<file path="config.mk">
export PLATFORM = sky130hd
export DESIGN_NAME = dec_keypad_bcd_encoder
export DESIGN_NICKNAME = d
export VERILOG_FILES = /design/src/rtl/dec_keypad_bcd_encoder_pkg.sv /design/src/rtl/dec_keypad_bcd_encoder_sync_2ff.sv /design/src/rtl/dec_keypad_bcd_encoder.sv
export SDC_FILE = /design/constraint.sdc
export NUM_CORES = 1
export LEC_CHECK = 0
export ABC_CLOCK_PERIOD_IN_PS = 6700
export BUFFER_PORTS_ARGS = -buffer_cell sky130_fd_sc_hd__buf_2
export CORE_MARGIN = 10
export CORE_UTILIZATION = 53
export DETAILED_ROUTE_END_ITERATION = 10
export PLACE_DENSITY = 0.76
export SYNTH_ARGS = -nofsm -noshare
export SYNTH_HDL_FRONTEND = slang
export SYNTH_HIERARCHICAL = 1
export SYNTH_SLANG_ARGS = --single-unit
</file>
<file path="constraint.sdc">
create_clock -name clk -period 6.7 [get_ports clk]
set_input_delay 1.005 -clock clk [delete_from_list [all_inputs] [get_ports clk]]
set_output_delay 1.005 -clock clk [all_outputs]
set_load 0.02 [all_outputs]
</file>
<file path="src/rtl/dec_keypad_bcd_encoder_pkg.sv">
`default_nettype none
// ============================================================================
// Module      : dec_bcd_pkg
// Description : Shared FSM encodings and the one-hot-to-BCD helper used by
//               the keypad BCD encoder.
// Revision    : 1.0 - initial release
// ============================================================================
package dec_bcd_pkg;

   // Debounce FSM state encodings
   localparam logic [1:0] IDLE  = 2'd0;
   localparam logic [1:0] CHECK = 2'd1;
   localparam logic [1:0] HELD  = 2'd2;

   // Width of the debounce sample counter; covers DEBOUNCE up to 255
   localparam int CNT_W = 8;

   // Returns {valid, code}. valid is set only when exactly one key line is
   // active; zero and multi-hot patterns return all zeros.
   function automatic logic [4:0] onehot10_to_bcd(input logic [9:0] keys);
      logic [3:0] code;
      logic [3:0] ones;
      code = 4'd0;
      ones = 4'd0;
      for (int i = 0; i < 10; i++) begin
         if (keys[i]) begin
            ones = ones + 4'd1;
            code = 4'(i);
         end
      end
      return (ones == 4'd1) ? {1'b1, code} : 5'd0;
   endfunction

endpackage
`default_nettype wire

</file>
<file path="src/rtl/dec_keypad_bcd_encoder_sync_2ff.sv">
`default_nettype none
// ============================================================================
// Module      : sync_2ff
// Description : Two-flop synchronizer bank for asynchronous level inputs.
//               Each bit is synchronized independently.
// Revision    : 1.0 - initial release
// ============================================================================
module sync_2ff #(
   parameter int WIDTH = 1
) (
   input  logic             clk,
   input  logic             rst_n,
   input  logic [WIDTH-1:0] async_in,
   output logic [WIDTH-1:0] sync_out
);

   logic [WIDTH-1:0] meta_q;
   logic [WIDTH-1:0] meta_d;
   logic [WIDTH-1:0] sync_q;
   logic [WIDTH-1:0] sync_d;

   // First stage samples the raw input, second stage resolves metastability
   always_comb begin
      meta_d = async_in;
      sync_d = meta_q;
   end

   // Synchronizer flops, cleared by the asynchronous reset
   always_ff @(posedge clk or negedge rst_n) begin
      if (!rst_n) begin
         meta_q <= '0;
         sync_q <= '0;
      end else begin
         meta_q <= meta_d;
         sync_q <= sync_d;
      end
   end

   assign sync_out = sync_q;

endmodule
`default_nettype wire

</file>
<file path="src/rtl/dec_keypad_bcd_encoder.sv">
`default_nettype none
// ============================================================================
// Module      : dec_keypad_bcd_encoder
// Description : Synchronizes and debounces ten decimal key lines, encodes
//               each accepted press to BCD and shifts it into a multi-digit
//               entry register. Multi-hot presses are reported as errors.
// Revision    : 1.0 - initial release
// ============================================================================
module dec_keypad_bcd_encoder
   import dec_bcd_pkg::*;
#(
   parameter int DIGITS   = 4,
   parameter int DEBOUNCE = 4
) (
   input  logic                  clk,
   input  logic                  rst_n,
   input  logic [9:0]            key_in,
   input  logic                  clear,
   output logic [3:0]            bcd_code,
   output logic                  digit_valid,
   output logic                  key_error,
   output logic [4*DIGITS-1:0]   bcd_out,
   output logic [3:0]            digit_count,
   output logic                  overflow
);

   // Last sample index: a press or release is accepted on the DEBOUNCE-th
   // consecutive identical sample.
   localparam logic [CNT_W-1:0] c_cnt_last = CNT_W'(DEBOUNCE - 1);
   localparam logic [3:0]       c_digits   = 4'(DIGITS);

   logic [9:0]          key_s;

   logic [1:0]          state_q;
   logic [1:0]          state_d;
   logic [CNT_W-1:0]    cnt_q;
   logic [CNT_W-1:0]    cnt_d;
   logic [9:0]          key_l_q;
   logic [9:0]          key_l_d;
   logic                accept;

   logic [3:0]          bcd_code_q;
   logic [3:0]          bcd_code_d;
   logic                digit_valid_q;
   logic                digit_valid_d;
   logic                key_error_q;
   logic                key_error_d;
   logic [4*DIGITS-1:0] bcd_out_q;
   logic [4*DIGITS-1:0] bcd_out_d;
   logic [3:0]          digit_count_q;
   logic [3:0]          digit_count_d;
   logic                overflow_q;
   logic                overflow_d;

   logic [4:0]          key_dec;
   logic [4*DIGITS-1:0] bcd_shifted;

   sync_2ff #(
      .WIDTH    (10)
   ) u_key_sync (
      .clk      (clk),
      .rst_n    (rst_n),
      .async_in (key_in),
      .sync_out (key_s)
   );

   // Decode of the latched pattern; only consulted on the accept cycle
   always_comb begin
      key_dec = onehot10_to_bcd(key_l_q);
   end

   // Entry register shifted by one digit with the new code in digit 0
   if (DIGITS == 1) begin : g_shift_single
      assign bcd_shifted = key_dec[3:0];
   end else begin : g_shift_multi
      assign bcd_shifted = {bcd_out_q[4*DIGITS-5:0], key_dec[3:0]};
   end

   // State register plus all registered outputs
   always_ff @(posedge clk or negedge rst_n) begin
      if (!rst_n) begin
         state_q       <= IDLE;
         cnt_q         <= '0;
         key_l_q       <= '0;
         bcd_code_q    <= '0;
         digit_valid_q <= 1'b0;
         key_error_q   <= 1'b0;
         bcd_out_q     <= '0;
         digit_count_q <= '0;
         overflow_q    <= 1'b0;
      end else begin
         state_q       <= state_d;
         cnt_q         <= cnt_d;
         key_l_q       <= key_l_d;
         bcd_code_q    <= bcd_code_d;
         digit_valid_q <= digit_valid_d;
         key_error_q   <= key_error_d;
         bcd_out_q     <= bcd_out_d;
         digit_count_q <= digit_count_d;
         overflow_q    <= overflow_d;
      end
   end

   // Debounce FSM next-state: qualify a stable press, then wait for a stable release
   always_comb begin
      state_d = state_q;
      cnt_d   = cnt_q;
      key_l_d = key_l_q;
      accept  = 1'b0;
      case (state_q)
         IDLE: begin
            if (key_s != 10'd0) begin
               key_l_d = key_s;
               cnt_d   = CNT_W'(1);
               state_d = CHECK;
            end
         end
         CHECK: begin
            if (key_s == 10'd0) begin
               cnt_d   = '0;
               state_d = IDLE;
            end else if (key_s == key_l_q) begin
               if (cnt_q == c_cnt_last) begin
                  accept  = 1'b1;
                  cnt_d   = '0;
                  state_d = HELD;
               end else begin
                  cnt_d = cnt_q + CNT_W'(1);
               end
            end else begin
               // A different pattern restarts qualification from scratch
               key_l_d = key_s;
               cnt_d   = CNT_W'(1);
            end
         end
         HELD: begin
            if (key_s == 10'd0) begin
               if (cnt_q == c_cnt_last) begin
                  cnt_d   = '0;
                  state_d = IDLE;
               end else begin
                  cnt_d = cnt_q + CNT_W'(1);
               end
            end else begin
               cnt_d = '0;
            end
         end
         default: begin
            cnt_d   = '0;
            state_d = IDLE;
         end
      endcase
   end

   // Output/datapath: encode the accepted key, update the entry register; clear has priority over storage
   always_comb begin
      bcd_code_d    = bcd_code_q;
      digit_valid_d = 1'b0;
      key_error_d   = 1'b0;
      bcd_out_d     = bcd_out_q;
      digit_count_d = digit_count_q;
      overflow_d    = overflow_q;
      if (accept) begin
         if (key_dec[4]) begin
            bcd_code_d    = key_dec[3:0];
            digit_valid_d = 1'b1;
            bcd_out_d     = bcd_shifted;
            if (digit_count_q >= c_digits) begin
               overflow_d = 1'b1;
            end else begin
               digit_count_d = digit_count_q + 4'd1;
            end
         end else begin
            key_error_d = 1'b1;
         end
      end
      if (clear) begin
         bcd_out_d     = '0;
         digit_count_d = '0;
         overflow_d    = 1'b0;
      end
   end

   assign bcd_code    = bcd_code_q;
   assign digit_valid = digit_valid_q;
   assign key_error   = key_error_q;
   assign bcd_out     = bcd_out_q;
   assign digit_count = digit_count_q;
   assign overflow    = overflow_q;

endmodule
`default_nettype wire

</file>
Word-level counts from Yosys, hierarchy flattened
Cells that the tools add are included.
{ "word_totals": {"ff_bits": 67, "input_bits": 13, "word_cells": 105} }
{ "classes": {"addsub": 11, "order_cmp": 1, "n_eq_ne": 13, "mux": 56, "reduce_logical": 13} }
{ "op_table": {"columns": ["cell", "count"], "rows": [
  ["$mux 4", 21],
  ["$mux 16", 3],
  ["$add 4x1->4 const B", 10],
  ["$mux 8", 5],
  ["$mux 10", 3],
  ["$pmux 8 s3", 1],
  ["$pmux 10 s2", 1],
  ["$mux 1", 14],
  ["$mux 2", 6],
  ["$ne 2x2->1 const B", 6],
  ["$eq 10x10->1", 1],
  ["$logic_not 10->1", 1],
  ["$reduce_bool 10->1", 1],
  ["$add 8x1->8 const B", 1],
  ["$eq 8x2->1 const B", 1],
  ["$reduce_bool 2->1", 4],
  ["$ne 3x3->1 const B", 2],
  ["$pmux 2 s3", 1],
  ["$reduce_and 3->1", 2],
  ["$mux 5", 1],
  ["$reduce_and 5->1", 1],
  ["$eq 4x1->1 const B", 1],
  ["$ge 4x3->1 const B", 1],
  ["$reduce_and 2->1", 2],
  ["other kinds (4)", 4]
]} }

Longest topological paths before layout
Gate-level depths: netlist (run 1).
{ "logic_depth": {"depth_word": 24, "mapped_depth": 32} }

Modules after synthesis
Netlist (run 1), hierarchy kept.
{ "by_module_without_submodules": {"columns": ["module", "n_inst", "cells_per_inst", "area_each_um2", "seq_area_each_um2"], "rows": [
  ["dec_keypad_bcd_encoder", 1, 345, 3168.0, 1176.1],
  ["sync_2ff", 1, 20, 500.5, 500.5]
]} }

Worst setup path after synthesis (run 1)
Ideal clock, no wire load.
{ "synth_timing": {"path_kind": "reg-to-reg", "from": "register key_l_q[0]", "to": "register bcd_code_q[3], in the netlist bcd_code[3]", "setup_time_ns": 0.128, "arrival_time_ns": 6.232, "setup_slack_ns": 0.341, "stages_incl_launch_ff": 32, "n_path_buf": 1, "period_less_slack_ns": 6.359, "path_cell_list": "dfrtp_1 > inv_1 > ha_1 > xor2_1 > ha_1 > nand2_1 > o21ai_0 > ha_1 > nand2_1 > o21ai_0 > or2_2 > ha_1 > mux2_2 > ha_1 > a21oi_1 > nand2_1 > ha_1 > nand2_1 > o31ai_1 > o31ai_1 > inv_1 > ha_1 > nand2_1 > o21ai_0 > ha_1 > xnor2_1 > a311o_1 > a221oi_1 > nor3_1 > nor4b_4 > buf_6 > mux2_1"} }
{ "synth_between": {"elab_chain_len": 22, "word_cells_on_any_way": 26, "cone_classes": "add/sub: 9; eq/ne: 2; mux: 14; reduce/logical: 1"} }
{ "synth_lines": {"columns": ["item", "line_no", "text"], "rows": [
  ["from (decl)", "dec_keypad_bcd_encoder.sv:38", "logic [9:0] key_l_q;"],
  ["from (signal assigned)", "dec_keypad_bcd_encoder.sv:94", "key_l_q <= key_l_d;"],
  ["$mux 1", "dec_keypad_bcd_encoder_pkg.sv:26", "if (keys[i]) begin"],
  ["$add 4x1->4", "dec_keypad_bcd_encoder_pkg.sv:27", "ones = ones + 4'd1;"],
  ["$mux 4", "dec_keypad_bcd_encoder_pkg.sv:26", null],
  ["$add 4x1->4", "dec_keypad_bcd_encoder_pkg.sv:27", null],
  ["$mux 4", "dec_keypad_bcd_encoder_pkg.sv:26", null],
  ["$add 4x1->4", "dec_keypad_bcd_encoder_pkg.sv:27", null],
  ["$mux 4", "dec_keypad_bcd_encoder_pkg.sv:26", null],
  ["$add 4x1->4", "dec_keypad_bcd_encoder_pkg.sv:27", null],
  ["[6 not listed]", null, null],
  ["$mux 4", "dec_keypad_bcd_encoder_pkg.sv:26", null],
  ["$add 4x1->4", "dec_keypad_bcd_encoder_pkg.sv:27", null],
  ["$mux 4", "dec_keypad_bcd_encoder_pkg.sv:26", null],
  ["$add 4x1->4", "dec_keypad_bcd_encoder_pkg.sv:27", null],
  ["$mux 4", "dec_keypad_bcd_encoder_pkg.sv:26", null],
  ["$eq 4x1->1", "dec_keypad_bcd_encoder_pkg.sv:31", "return (ones == 4'd1) ? {1'b1, code} : 5'd0;"],
  ["$mux 5", "dec_keypad_bcd_encoder_pkg.sv:31", null],
  ["$reduce_and 2->1 (no source line)", null, null],
  ["to (signal assigned)", "dec_keypad_bcd_encoder.sv:95", "bcd_code_q <= bcd_code_d;"],
  ["to (decl)", "dec_keypad_bcd_encoder.sv:42", "logic [3:0] bcd_code_q;"]
]} }
Several ways; a longest one is shown, not always the timed one.
A chain may end at the register's enable or synchronous reset.

Final worst setup path (run 1)
Same ends and word-level chain as after synthesis.

==> flow_results.org, run 1 <==
** Synthesis
- Library cell occupying the most area in the post-synthesis netlist :: sky130_fd_sc_hd__dfrtp_1
- The synthesized netlist occupies a cell area of 3670 um2.
- Synthesis instantiated 59 different standard cells from the library.
- For this run, the number of Yosys warnings is 6.
- Area share of the leading cell type in the synthesized netlist :: 0.457
- Counting every net in the synthesized netlist gives 389.
- Of all flip-flops after synthesis, the portion carrying an async set or reset was 1.00.
- By area the synthesized netlist is led by sky130_fd_sc_hd__dfrtp_1 (46%), sky130_fd_sc_hd__nand2_1 (5.4%), sky130_fd_sc_hd__mux2i_1 (4.6%).
- The average instance in the mapped netlist occupies 10.1 um2.
- For this run, the register share of the synthesized area comes to 0.457.
- Commonest register cell after synthesis :: sky130_fd_sc_hd__dfrtp_1
- Cells after Synth :: 365
- After synthesis the netlist holds a flip-flop and latch count of 67.
- Number of enable flip-flop cells after synthesis :: 0

** Critical path
- Cell with the biggest individual delay on the critical path :: sky130_fd_sc_hd__dfrtp_1
- STA classifies the critical path startpoint as a flop.
- Kind of capture point of the worst setup path :: flop
- Data arrival time of the worst path :: 6560 ps
- Cell with the most instances on the worst path :: sky130_fd_sc_hd__ha_1
- The setup path with the least slack is of type flop to flop.
- For the worst setup path, the data required time is 6940 ps.
- Slowest stage delay, CP :: 400 ps
- Of all nets on the critical path, the largest fanout is 6.

** Drt
- The first detailed-routing pass ran for 4 iterations.
- For this block, the routed nets add up to 7900 um of wire.
- Dividing the detail-routed wire length by the instance count gives 15.9 um.
- Number of vias per cell :: 5.70
- The detailed router placed 2,838 vias in this run.
- Violation count after the first detailed-routing iteration :: 117
- Once detail routing completed, the nets flagged for antenna violations numbered 0.
- Drt drc :: 0

** Floorplan
- The initial utilization of the core area, before any placement, comes to 0.543.
- Measured along the x axis, the die boundary spans 103 um.
- In this run the standard cell core region covers 6760 um2.
- Cell Rows :: 30
- # IOs :: 40
- Measured along the y axis, the die boundary spans 103 um.
- Area enclosed by the die boundary :: 10,600 um2

** CTS
- After clock tree synthesis, the clock-pin slew on the worst setup and hold paths is 80 ps.
- After clock tree synthesis, the flow added hold-fix buffers numbering 0.
- Maximum buffer depth of the clock tree :: 2
- TritonCTS clock tree :: yes
- For the worst-skew pair, the clock arrives at the later sink with an insertion delay of 360 ps.
- The number of clock buffers added by TritonCTS is 9.
- Number of sinks driven by the clock tree :: 67
- Number of H-tree branching levels :: 3
- CTS placed an instance of sky130_fd_sc_hd__clkbuf_8 at the clock tree root.

** Place
- Buffers placed on the I/O ports in this run total 39.
- The congestion estimate from routability-driven global placement came to 0.909.
- Detailed placement finished with a half-perimeter wire length of 5690 um.
- Cell area reported after detailed placement :: 3940 um2
- OpenSTA, run right after detailed placement, puts the worst setup slack at -184 ps.

** Final layout
- The number of antenna diodes in the final layout is 0.
- From synthesis to final layout, the design area changed by 15.2%.
- Leaving out fill and tap cells, the most frequent cell in the layout is sky130_fd_sc_hd__dfrtp_1.
- Design Area, Final :: 4230 um2
- Count of fill cells added during filler insertion :: 529
- Of the cells placed in the final design, the portion with a size suffix greater than 1 is 0.230.
- Leaving out fill and tap cells, the most frequent cells in the layout are sky130_fd_sc_hd__dfrtp_1 (67), sky130_fd_sc_hd__nand2_1 (52), sky130_fd_sc_hd__buf_2 (39).
- Number of nets in the finished design :: 437

** Global routing
- Largest net degree at the start of global routing :: 68
- Gr ovfl total :: 0
- Combined global-route utilization of all metal layers :: 0.160
- Wire length of the first global-routing pass :: 13,600 um
- The number of antenna violations at the first check in global routing is 0.
- The number of global-route vias before repair was 2,807.

** Run status
- The run finished with clean final reports.

** STA
- The number of hold violations in the final report is 0.
- For the finished layout, the period the worst path requires is 6330 ps.
- Layout Skew :: 8.42 ps
- Setup repair after global routing left no endpoint under its margin.
- Of the available clock period, the critical path in the final layout requires 0.944.
- Worst relative slew slack :: 0.340
- Worst hold slack after final layout :: 350 ps
- At the pin with the least slew margin, the transition time is 965 ps.
- Setup slack closes at 374 ps.
- Max-slew violations :: 0
- Derived from the worst setup path, the maximum achievable clock frequency is 158 MHz.
- Final count of negative-setup-slack endpoints :: 0

** Power and ir drop
- Leak :: 1.96 nW
- VDD IR-drop max :: 150 uV
- In this run the power density over the cells is 251 nW/um2.

** Flow run
- Max-cap violations in this run came to 0.

** Hold path
- The min-delay analysis places its worst path in the category flop to flop.
final cells by class:
cell class | count | area [um2] | share of cell area
multi-input combinational | 267 | 1920 | 0.454
sequential | 67 | 1680 | 0.397
timing repair buffer | 51 | 293 | 0.0693
clock buffer | 9 | 124 | 0.0293
tap | 80 | 100 | 0.0237
inverter | 17 | 63.8 | 0.0151
clock inverter | 7 | 51.3 | 0.0121
state kept, by name, indices dropped and copies added (netlist names):
signal / flops
u_key_sync/meta_q: 10
bcd_out: 16
bcd_code: 4
overflow: 1
key_l_q: 10
cnt_q: 8
digit_valid: 1
digit_count: 4
u_key_sync/sync_out: 10
state_q: 2
key_error: 1
worst max-delay path, delay by kind of cell, from the launching register on:
family,cells,cell delay (ps)
AOI/OAI and AO/OA,8,1240
xor gates and xnor gates,2,320
adders and majority gates,8,2270
buffers and inverters,3,310
DFF,1,400
muxes,2,590
and+or+nand+nor,8,1060
power breakdown:
group | internal (mW) | switching (mW)
clock network | 0.136 | 0.168
registers | 0.413 | 0.0143
logic | 0.152 | 0.179
total | 0.701 | 0.361
cells in the mapped netlist (all sizes together) (2+ instances only):
| master | count |
|---|---|
| dfrtp | 67 |
| nand2 | 53 |
| o21ai | 31 |
| nor2 | 23 |
| mux2i | 17 |
| inv | 15 |
| xor2 | 14 |
| xnor2 | 12 |
| a21oi | 11 |
| ha | 11 |
| clkbuf | 10 |
| nand3 | 10 |
| mux2 | 8 |
| and3 | 7 |
| nor3 | 7 |
| nor4 | 7 |
| or3 | 7 |
| buf | 4 |
| o31ai | 4 |
| xnor3 | 4 |
| a31oi | 3 |
| nand4 | 3 |
| nor2b | 3 |
| or2 | 3 |
| a211o | 2 |
| a41oi | 2 |
| clkinv | 2 |
| nand3b | 2 |
| nor3b | 2 |
| o221ai | 2 |
kinds of logic (layout without fill, tap and decap cells):
family | count (synthesis) | count (layout) | synth area share
and+or+nand+nor | 133 | 133 | 0.180
DFF | 67 | 67 | 0.457
buffers and inverters | 31 | 84 | 0.0406
muxes | 25 | 25 | 0.0709
adders and majority gates | 11 | 11 | 0.0375
AOI/OAI and AO/OA | 67 | 67 | 0.113
xor gates and xnor gates | 31 | 31 | 0.101
per-stage QoR:
stage	utilization	std cells	power [mW]	setup TNS, ps
after global placement	0.583	478	0.719	0
after floorplan	-	365	0.660	0
after CTS	0.614	494	1.04	0
after detailed placement	0.583	478	0.730	-2680
after global routing	0.626	498	1.12	0
final	0.626	498	1.06	0
layer usage:
layer	routed length, um	global-route usage	vias up
met3	341	0.0419	11
li1	-	-	1385
met2	3820	0.246	68
met4	121	0.0567	0
met5	0	0	-
met1	3620	0.215	1374
what timing repair did:
action / 4_1_cts / 5_1_grt
cloned: 0 / 0
setup endpoints to repair: 23 / 26
gates resized for setup: 5 / 14
setup buffers: 0 / 4
pin swaps: 0 / 2
final timing paths:
path                                 startpoint                      to  slack, ps  cells past startpoint
max in group asynchronous                 rst_n             bcd_out[10]       5350                      2
min                        u_key_sync/meta_q[9]  u_key_sync/sync_out[9]        350                      0
max reg2reg                          key_l_q[0]             bcd_code[3]        370                     31
min reg2reg                u_key_sync/meta_q[9]  u_key_sync/sync_out[9]        350                      0
max                                  key_l_q[0]             bcd_code[3]        370                     31
min in group asynchronous                 rst_n              key_l_q[2]        820                      2
(Power assumes the default switching activity.)
==> inputs of run 2 (changes only) <==
ABC_CLOCK_PERIOD_IN_PS = 5600   (was 6700)
clock period = 5.6 ns   (was 6.7 ns; I/O delays follow)
==> flow_results.org, run 2 (synthesis gave the netlist of run 1 again) <==
** Power and ir drop
- VDD IR-drop max :: 197 uV (+31%)
- The reported leakage power came to 2.12 nW (+8.3%).
- Overall power :: 1.44 mW (+36%)
- Pwr Density :: 315 nW/um2 (+25%)

** Global routing
- Number of antenna violations at the first check in global routing :: 0 (unchanged)
- Gr ovfl total :: 0 (unchanged)
- Number of global-route vias before repair :: 2,923 (+4.1%)
- Combined global-route utilization of all metal layers :: 0.165 (+0.00489)
- The largest net degree at the start of global routing came to 68 (unchanged).
- Wire length of the first global-routing pass :: 13,800 um (+1.9%)

** Critical path
- The worst setup path is launched from a flop.
- The register-to-register setup slack came to -410 ps (-780 ps).
- STA classifies the critical path endpoint as a flop.
- Family of cells with the greatest summed delay on the critical path :: adder cells
- The number of buffers and inverters on the critical path is 4 (+1).
- By startpoint and endpoint, the worst setup path is classified as flop to flop.
- Cell with the most instances on the worst path :: sky130_fd_sc_hd__ha_4
- The data arrival at the endpoint of the critical path is 6290 ps (-270 ps).
- Data required time at the worst endpoint :: 5880 ps (-1060 ps)
- In this run the critical register-to-register path is captured at digit_count[0].
- The worst register-to-register path begins at key_l_q[1].
- Length in cells of the worst reg-to-reg path :: 32 (+3.2%)
- The critical-path maximum fanout came to 3 (-3).
- The maximum cell stage delay along the critical path is 420 ps (+20 ps).
- Cell with the biggest individual delay on the critical path :: sky130_fd_sc_hd__dfrtp_1

** STA
- The max-slew violation count came to 0 (unchanged).
- Unrepaired setup endpoints after global routing :: yes
- The portion of the clock cycle consumed by the worst path in the final layout was 1.07 (+0.129).
- The clock period minus worst slack is 6010 ps (-317 ps).
- The headroom to the max-slew limit came to 0.388 (+0.0481).
- The final worst-path setup slack is -409 ps (-783 ps).
- Slew @ Worst Pin :: 910 ps (-55.6 ps)
- The number of endpoints failing setup at the final stage was 26 (+26).
- The number of hold violations in the final report is 0 (unchanged).
- Final-layout setup total negative slack :: -9240 ps (-9240 ps)
- The clock tree skew after final layout is 5.34 ps (-3.08 ps).
- The maximum clock frequency is 166 MHz (+5.3%).
- The worst hold slack across all endpoints was 343 ps (-6.98 ps).

** Final layout
- Util after Layout :: 0.677 (+0.0517)
- Area growth from synthesis to final layout :: 24.7%
- # diodes :: 0 (unchanged)
- In the layout the commonest cells are sky130_fd_sc_hd__dfrtp_1 (67), sky130_fd_sc_hd__nand2_1 (50), sky130_fd_sc_hd__buf_2 (39).
- Post-layout instance count excluding filler cells :: 523 (+5.0%)
- The flip-flop count of the largest register, all copies and words added came to 16 (unchanged).
- The total number of nets in the final design is 464 (+6.2%).
- The layout cell share with drive strength beyond 1 came to 0.312 (+0.0818).
- Leading cell type in the layout, fill and taps excluded :: sky130_fd_sc_hd__dfrtp_1
- The final design area excluding fillers is 4580 um2 (+8.3%).

** Place
- The routability congestion estimate from global placement came to 0.888 (-2.3%).
- Cell area reported after detailed placement :: 4210 um2 (+7.0%)
- The half-perimeter wire length of the detailed placement result came to 5890 um (+3.5%).
- The count of buffers inserted at the top-level ports is 39 (unchanged).
- The count of placed standard cells including taps is 499 (+4.4%).
- Setup WS pre-CTS :: -331 ps (-147 ps)

** CTS
- Root buffer selected by CTS :: sky130_fd_sc_hd__clkbuf_8
- The number of H-tree levels is 3 (unchanged).
- The number of buffers on the longest clock path came to 2 (unchanged).
- TritonCTS clock tree :: yes
- The number of buffers created by CTS is 9 (unchanged).
- Clock-pin slew on the worst setup and hold paths :: 60 ps (-20 ps)
- Latest clock arrival within the worst-skew pair :: 350 ps (about the same)
- Number of sinks driven by the clock tree :: 67 (unchanged)

** Floorplan
- The area of the die is 10,600 um2 (unchanged).
- # IOs :: 40 (unchanged)
- Cell Rows :: 30 (unchanged)
- Die Y-Extent :: 103 um (unchanged)
- The area of the core region came to 6760 um2 (unchanged).
- Die Span X :: 103 um (unchanged)
- The effective utilization at floorplan was 0.543 (unchanged).

** Drt
- The iteration-0 DRC count of the detailed router is 129 (+10%).
- The via count normalized by instance count was 5.63 (-1.3%).
- Drt drc :: 0 (unchanged)
- Number of nets with antenna violations after detailed routing :: 0 (unchanged)
- The wire length per cell after detailed routing was 15.8 um (-0.54%).
- The total routed wirelength was 8250 um (+4.5%).
- Detailed-router iteration count before antenna repair :: 4 (unchanged)
- Count of vias placed by the detailed router :: 2,943 (+3.7%)

** Flow run
- The number of max-cap violations is 0 (unchanged).

** Hold path
- The startpoint identified for the worst hold timing path is u_key_sync/meta_q[1].
- Depth of the worst hold-timing path :: 0 (unchanged)
- For hold timing, the worst endpoint is u_key_sync/sync_out[1].
- The path class of the tightest hold or removal check is flop to flop.

** Run status
- The final reports fail on negative setup slack.
- The flow ran to the end, but the final reports show violations.
## run 2: cell types whose count changed in the layout (fill, tap and decap cells not counted), moves of 3 or more
cell and delta:
sky130_fd_sc_hd__buf_4 +26, sky130_fd_sc_hd__ha_1 -3, sky130_fd_sc_hd__ha_4 +3, sky130_fd_sc_hd__mux2_1 -3, sky130_fd_sc_hd__mux2_4 +4
## run 2: worst max-delay path by stage
stage,end,cells after the start,slack [ps],startpoint
2_1_floorplan,bcd_code[1],31,-130,key_l_q[1]
3_3_place_gp,bcd_code[3],31,-100,key_l_q[1]
3_5_place_dp,bcd_code[2],31,-330,key_l_q[1]
4_1_cts,bcd_out[11],32,-330,key_l_q[1]
5_1_grt,bcd_out[8],32,-670,key_l_q[1]
6_report,digit_count[0],32,-410,key_l_q[1]
## run 2: cell type report
| type | count | area, um2 |
|---|---|---|
| Clock buffer | 11 | 141 |
| Multi-Input combinational cell | 267 | 2040 |
| Sequential cell | 67 | 1680 |
| Tap cell | 80 | 100 |
| Inverter | 17 | 63.8 |
| Fill cell | 511 | 2180 |
| Timing Repair Buffer | 78 | 517 |
| Clock inverter | 3 | 40.0 |
## run 2: where the power goes
group,switching (mW),total (mW),internal (mW),leakage [nW]
clock,0.168,0.379,0.211,0.0950
sequential,0.0170,0.512,0.495,0.856
combinational,0.263,0.548,0.286,1.17
total,0.448,1.44,0.992,2.12
## run 2: timing repair
item	CTS	global route
setup buffers	7	3
gates resized for setup	5	16
pin swaps	9	16
gates cloned	0	0
hold buffers	0	0
setup endpoints to repair	26	26
## run 2: layer usage
metal / vias to the layer above / global-route usage / part of all wire
met5: - / 0 / 0
met4: 0 / 0.0674 / 0.015
met3: 13 / 0.0339 / 0.038
met2: 57 / 0.269 / 0.49
met1: 1438 / 0.211 / 0.46
li1: 1435 / - / -
==> inputs of run 3 (changes only) <==
CORE_MARGIN = 5   (was 10)
SYNTH_HIERARCHICAL = default   (was 1)
==> flow_results.org, run 3 <==
** Run status
- The flow ran to the end, but the final reports show violations.
- The checks that failed: negative setup slack.

** Final layout
- Number of nets in the finished design :: 469 (+1.1%)
- Area growth from synthesis to final layout :: 27.1%
- Total area of multi-input combinational cells :: 2070 um2 (+1.7%)
- The layout cell share with drive strength beyond 1 came to 0.313 (+0.00182).
- The number of diodes came to 0 (unchanged).
- The area occupied by registers is 1680 um2 (unchanged).
- Top library cells by usage in the layout, fill and taps aside :: sky130_fd_sc_hd__dfrtp_1 (67), sky130_fd_sc_hd__nand2_1 (50), sky130_fd_sc_hd__buf_2 (39)
- The flip-flop count of the largest register, all copies and words added was 16 (unchanged).
- The library cell used most frequently in the layout, excluding fill and tap cells, is sky130_fd_sc_hd__dfrtp_1.
- Count of fill cells added during filler insertion :: 515 (+0.78%)

** STA
- The max-slew violation count came to 0 (unchanged).
- Layout Skew :: 18.7 ps (+13.3 ps)
- Final worst path period share :: 1.07 (about the same)
- The clock period minus worst slack was 6000 ps (-5.87 ps).
- The worst-margin pin slew is 1130 ps (+216 ps).
- Unrepaired setup endpoints after global routing :: yes
- Total count of hold-check failures in the final report :: 0 (unchanged)
- Worst hold slack after final layout :: 350 ps (+7.03 ps)
- Final count of negative-setup-slack endpoints :: 26 (unchanged)
- The final worst-path setup slack is -403 ps (+5.87 ps).
- Achievable frequency :: 167 MHz (about the same)
- Worst relative slew slack :: 0.242 (-0.145)

** Synthesis
- The post-synthesis simple-gate area fraction came to 0.181 (+0.00133).
- The share of the synthesized area in the top cell type came to 0.458 (+0.000781).
- The synthesized flop and latch total is 67 (unchanged).
- Synthesized-area fraction occupied by ao, oa, aoi and oai cells :: 0.110 (-0.00356)
- By area, the combinational part of the netlist is dominated by simple AND/OR/NAND/NOR gates.
- The number of nets in the synthesized netlist came to 393 (+1.0%).
- Cells after Synth :: 369 (+1.1%)
- The adder and majority cell fraction of the synthesized area is 0.0376 (+0.0000641).
- The sequential-to-total area share from yosys stat is 0.458 (+0.000781).
- Distinct cells, synth :: 57 (-3.4%)
- By area the synthesized netlist is led by sky130_fd_sc_hd__dfrtp_1 (46%), sky130_fd_sc_hd__nand2_1 (5.4%), sky130_fd_sc_hd__mux2i_1 (4.9%).
- Of all cell types, the one taking the most synthesized area is sky130_fd_sc_hd__dfrtp_1.
- Post-synthesis instance area :: 3660 um2 (-0.17%)
- Proportion of register bits with asynchronous set or reset after synthesis :: 1.00 (unchanged)
- The most used flip-flop cell after synthesis is sky130_fd_sc_hd__dfrtp_1.
- The most common cell in the synthesized netlist is sky130_fd_sc_hd__dfrtp_1.
- The mean instance size in the synthesized netlist is 9.92 um2 (-1.3%).
- The multiplexer share of the synthesized area is 0.0738 (+0.00285).
- Top cells by count, synth :: sky130_fd_sc_hd__dfrtp_1 (67), sky130_fd_sc_hd__nand2_1 (53), sky130_fd_sc_hd__nor2_1 (31), sky130_fd_sc_hd__mux2i_1 (18)
- The number of warning messages in the yosys log was 0 (-6).
- Number of enable flip-flop cells after synthesis :: 0 (unchanged)
- Synthesized-area fraction occupied by xor and xnor cells :: 0.0984 (-0.00222)

** Power and ir drop
- The power density over the cells came to 331 nW/um2 (+5.2%).
- Combinational fraction of design power :: 0.377 (-0.004)
- The clock power share is 0.291 (+0.028).
- The power share of the sequential group was 0.332 (-0.024).
- The reported leakage power is 2.16 nW (+1.5%).
- Overall power :: 1.54 mW (+6.9%)
- Net switching share of the total power :: 0.330 (+0.0191)
- VDD IR-drop max :: 300 uV (+52%)
- Internal portion of total power :: 1.03 mW (+4.0%)
- The net switching power figure is 0.508 mW (+14%).

** CTS
- Number of sinks driven by the clock tree :: 67 (unchanged)
- The number of buffers on the longest clock path is 2 (unchanged).
- The root buffer cell chosen for the clock tree is sky130_fd_sc_hd__clkbuf_8.
- The number of buffers created by CTS was 9 (unchanged).
- The clock network latency to the later pin of the worst-skew pair is 350 ps (about the same).
- TritonCTS clock tree :: yes
- Hold bufs inserted after CTS :: 0 (unchanged)
- Clock-pin slew on the worst setup and hold paths :: 70 ps (about the same)
- The number of H-tree levels is 3 (unchanged).

** Critical path
- By instance count, the cell type seen most on the critical path is sky130_fd_sc_hd__ha_4.
- Critical-path maximum fanout :: 7 (+4)
- The worst setup path is launched from a flop.
- The worst setup path is captured at a flop.
- The data arrival at the endpoint of the critical path was 6260 ps (-30 ps).
- The slowest stage of the critical path belongs to the cell sky130_fd_sc_hd__dfrtp_1.
- Family of cells with the greatest summed delay on the critical path :: adder cells
- The maximum cell stage delay along the critical path is 410 ps (about the same).
- The data required time at the worst endpoint came to 5860 ps (-20 ps).
- The worst setup path is of the flop to flop kind.
- The number of buffers and inverters on the critical path came to 3 (-1).

** Floorplan
- Die Span X :: 93.1 um (-9.8%)
- Area enclosed by the die boundary :: 8670 um2 (-19%)
- Core area :: 6760 um2 (unchanged)
- The height of the die is 93.1 um (-9.8%).
- The cell row count is 30 (unchanged).
- Initial cell density of the core :: 0.542 (-0.000926)
- The top-level port count is 40 (unchanged).

** Global routing
- Wire length of the first global-routing pass :: 14,000 um (+1.5%)
- Combined global-route utilization of all metal layers :: 0.206 (+0.0405)
- The number of global-route vias before repair is 2,905 (-0.62%).
- The global-route congestion overflow total was 0 (unchanged).
- Largest net degree at the start of global routing :: 68 (unchanged)
- Number of antenna violations at the first check in global routing :: 0 (unchanged)

** Place
- The count of buffers inserted at the top-level ports was 39 (unchanged).
- The routability congestion estimate from global placement was 0.870 (-2.0%).
- The half-perimeter wire length of the detailed placement result came to 5800 um (-1.6%).

** Drt
- Wire length reported by the detailed router :: 8620 um (+4.4%)
- The via count normalized by instance count is 5.68 (+0.86%).
- Detailed-route wire length per cell :: 16.3 um (+3.0%)
- The total via count in the routed design came to 3,008 (+2.2%).
- The number of detailed-route iterations in the first pass is 4 (unchanged).
- Number of nets with antenna violations after detailed routing :: 0 (unchanged)
- Drt drc :: 0 (unchanged)
- Violation count after the first detailed-routing iteration :: 165 (+28%)

** Flow run
- Maximum capacitance violations :: 0 (unchanged)

** Hold path
- The min-delay analysis places its worst path in the category flop to flop.
## run 3: metal layers
layer | vias up | routed length, um | part of all wire | GRT usage
met5 | - | 0 | 0 | 0
met2 | 50 | 4380 | 0.51 | 0.322
met3 | 12 | 270 | 0.031 | 0.0346
met4 | 0 | 159 | 0.018 | 0.0879
li1 | 1447 | - | - | -
met1 | 1499 | 3810 | 0.44 | 0.283
## run 3: path summary, 6_finish.rpt
path                                       from                     end  slack [ps]  cells past startpoint
setup / recovery                     key_l_q[1]             bcd_out[12]        -400                     31
hold / removal             u_key_sync.meta_q[5]  u_key_sync.sync_out[5]         350                      0
setup reg to reg                     key_l_q[1]             bcd_out[12]        -400                     31
hold reg to reg            u_key_sync.meta_q[5]  u_key_sync.sync_out[5]         350                      0
max in group asynchronous                 rst_n  u_key_sync.sync_out[2]        4380                      2
min in group asynchronous                 rst_n                cnt_q[7]         670                      2
## run 3: kinds of logic (layout without fill, tap and decap cells)
logic type	after synthesis	in the layout
compound gates	64	64
xor+xnor	30	30
fa+ha+maj	11	11
buf+inv	33	114
flops	67	67
mux	26	26
simple gates	138	138
## run 3: repair_timing
action / in CTS / in global routing
buffers inserted: 10 / 5
setup endpoints to repair: 26 / 26
pin swaps: 3 / 16
gates resized for setup: 4 / 22
## run 3: area by class of cell
| type | count | share of cell area |
|---|---|---|
| multi-input combinational | 269 | 0.445 |
| sequential | 67 | 0.360 |
| timing repair buffer | 81 | 0.113 |
| clock buffer | 10 | 0.0274 |
| tap | 80 | 0.0215 |
| clock inverter | 6 | 0.0191 |
| inverter | 17 | 0.0137 |
## run 3: worst reg2reg max path, delay by kind of cell (launching register included)
family | cells | cell delay, ps
mux | 2 | 490
fa+ha+maj | 8 | 2070
buf+inv | 3 | 370
compound gates | 9 | 1400
simple gates | 7 | 940
flops | 1 | 410
xor+xnor | 2 | 240
## run 3: power by group through the flow
stage / clock [mW] / sequential, mW / combinational [mW]
after floorplan: 0 / 0.510 / 0.320
after global placement: 0 / 0.518 / 0.428
after detailed placement: 0 / 0.519 / 0.442
after CTS: 0.456 / 0.510 / 0.481
after global routing: 0.479 / 0.512 / 0.626
final: 0.448 / 0.511 / 0.581
## run 3: per-stage QoR
stage | worst slack [ps] | cells | TNS [ps] | utilization | instance area [um2]
CTS | -220 | 525 | -4080 | 0.667 | 4510
global placement | -75.8 | 499 | -1220 | 0.620 | 4190
finish | -403 | 530 | -8780 | 0.689 | 4650
global route | -685 | 530 | -15700 | 0.689 | 4650
floorplan | -143 | 369 | -1650 | - | 3780
detailed placement | -254 | 499 | -4510 | 0.620 | 4190
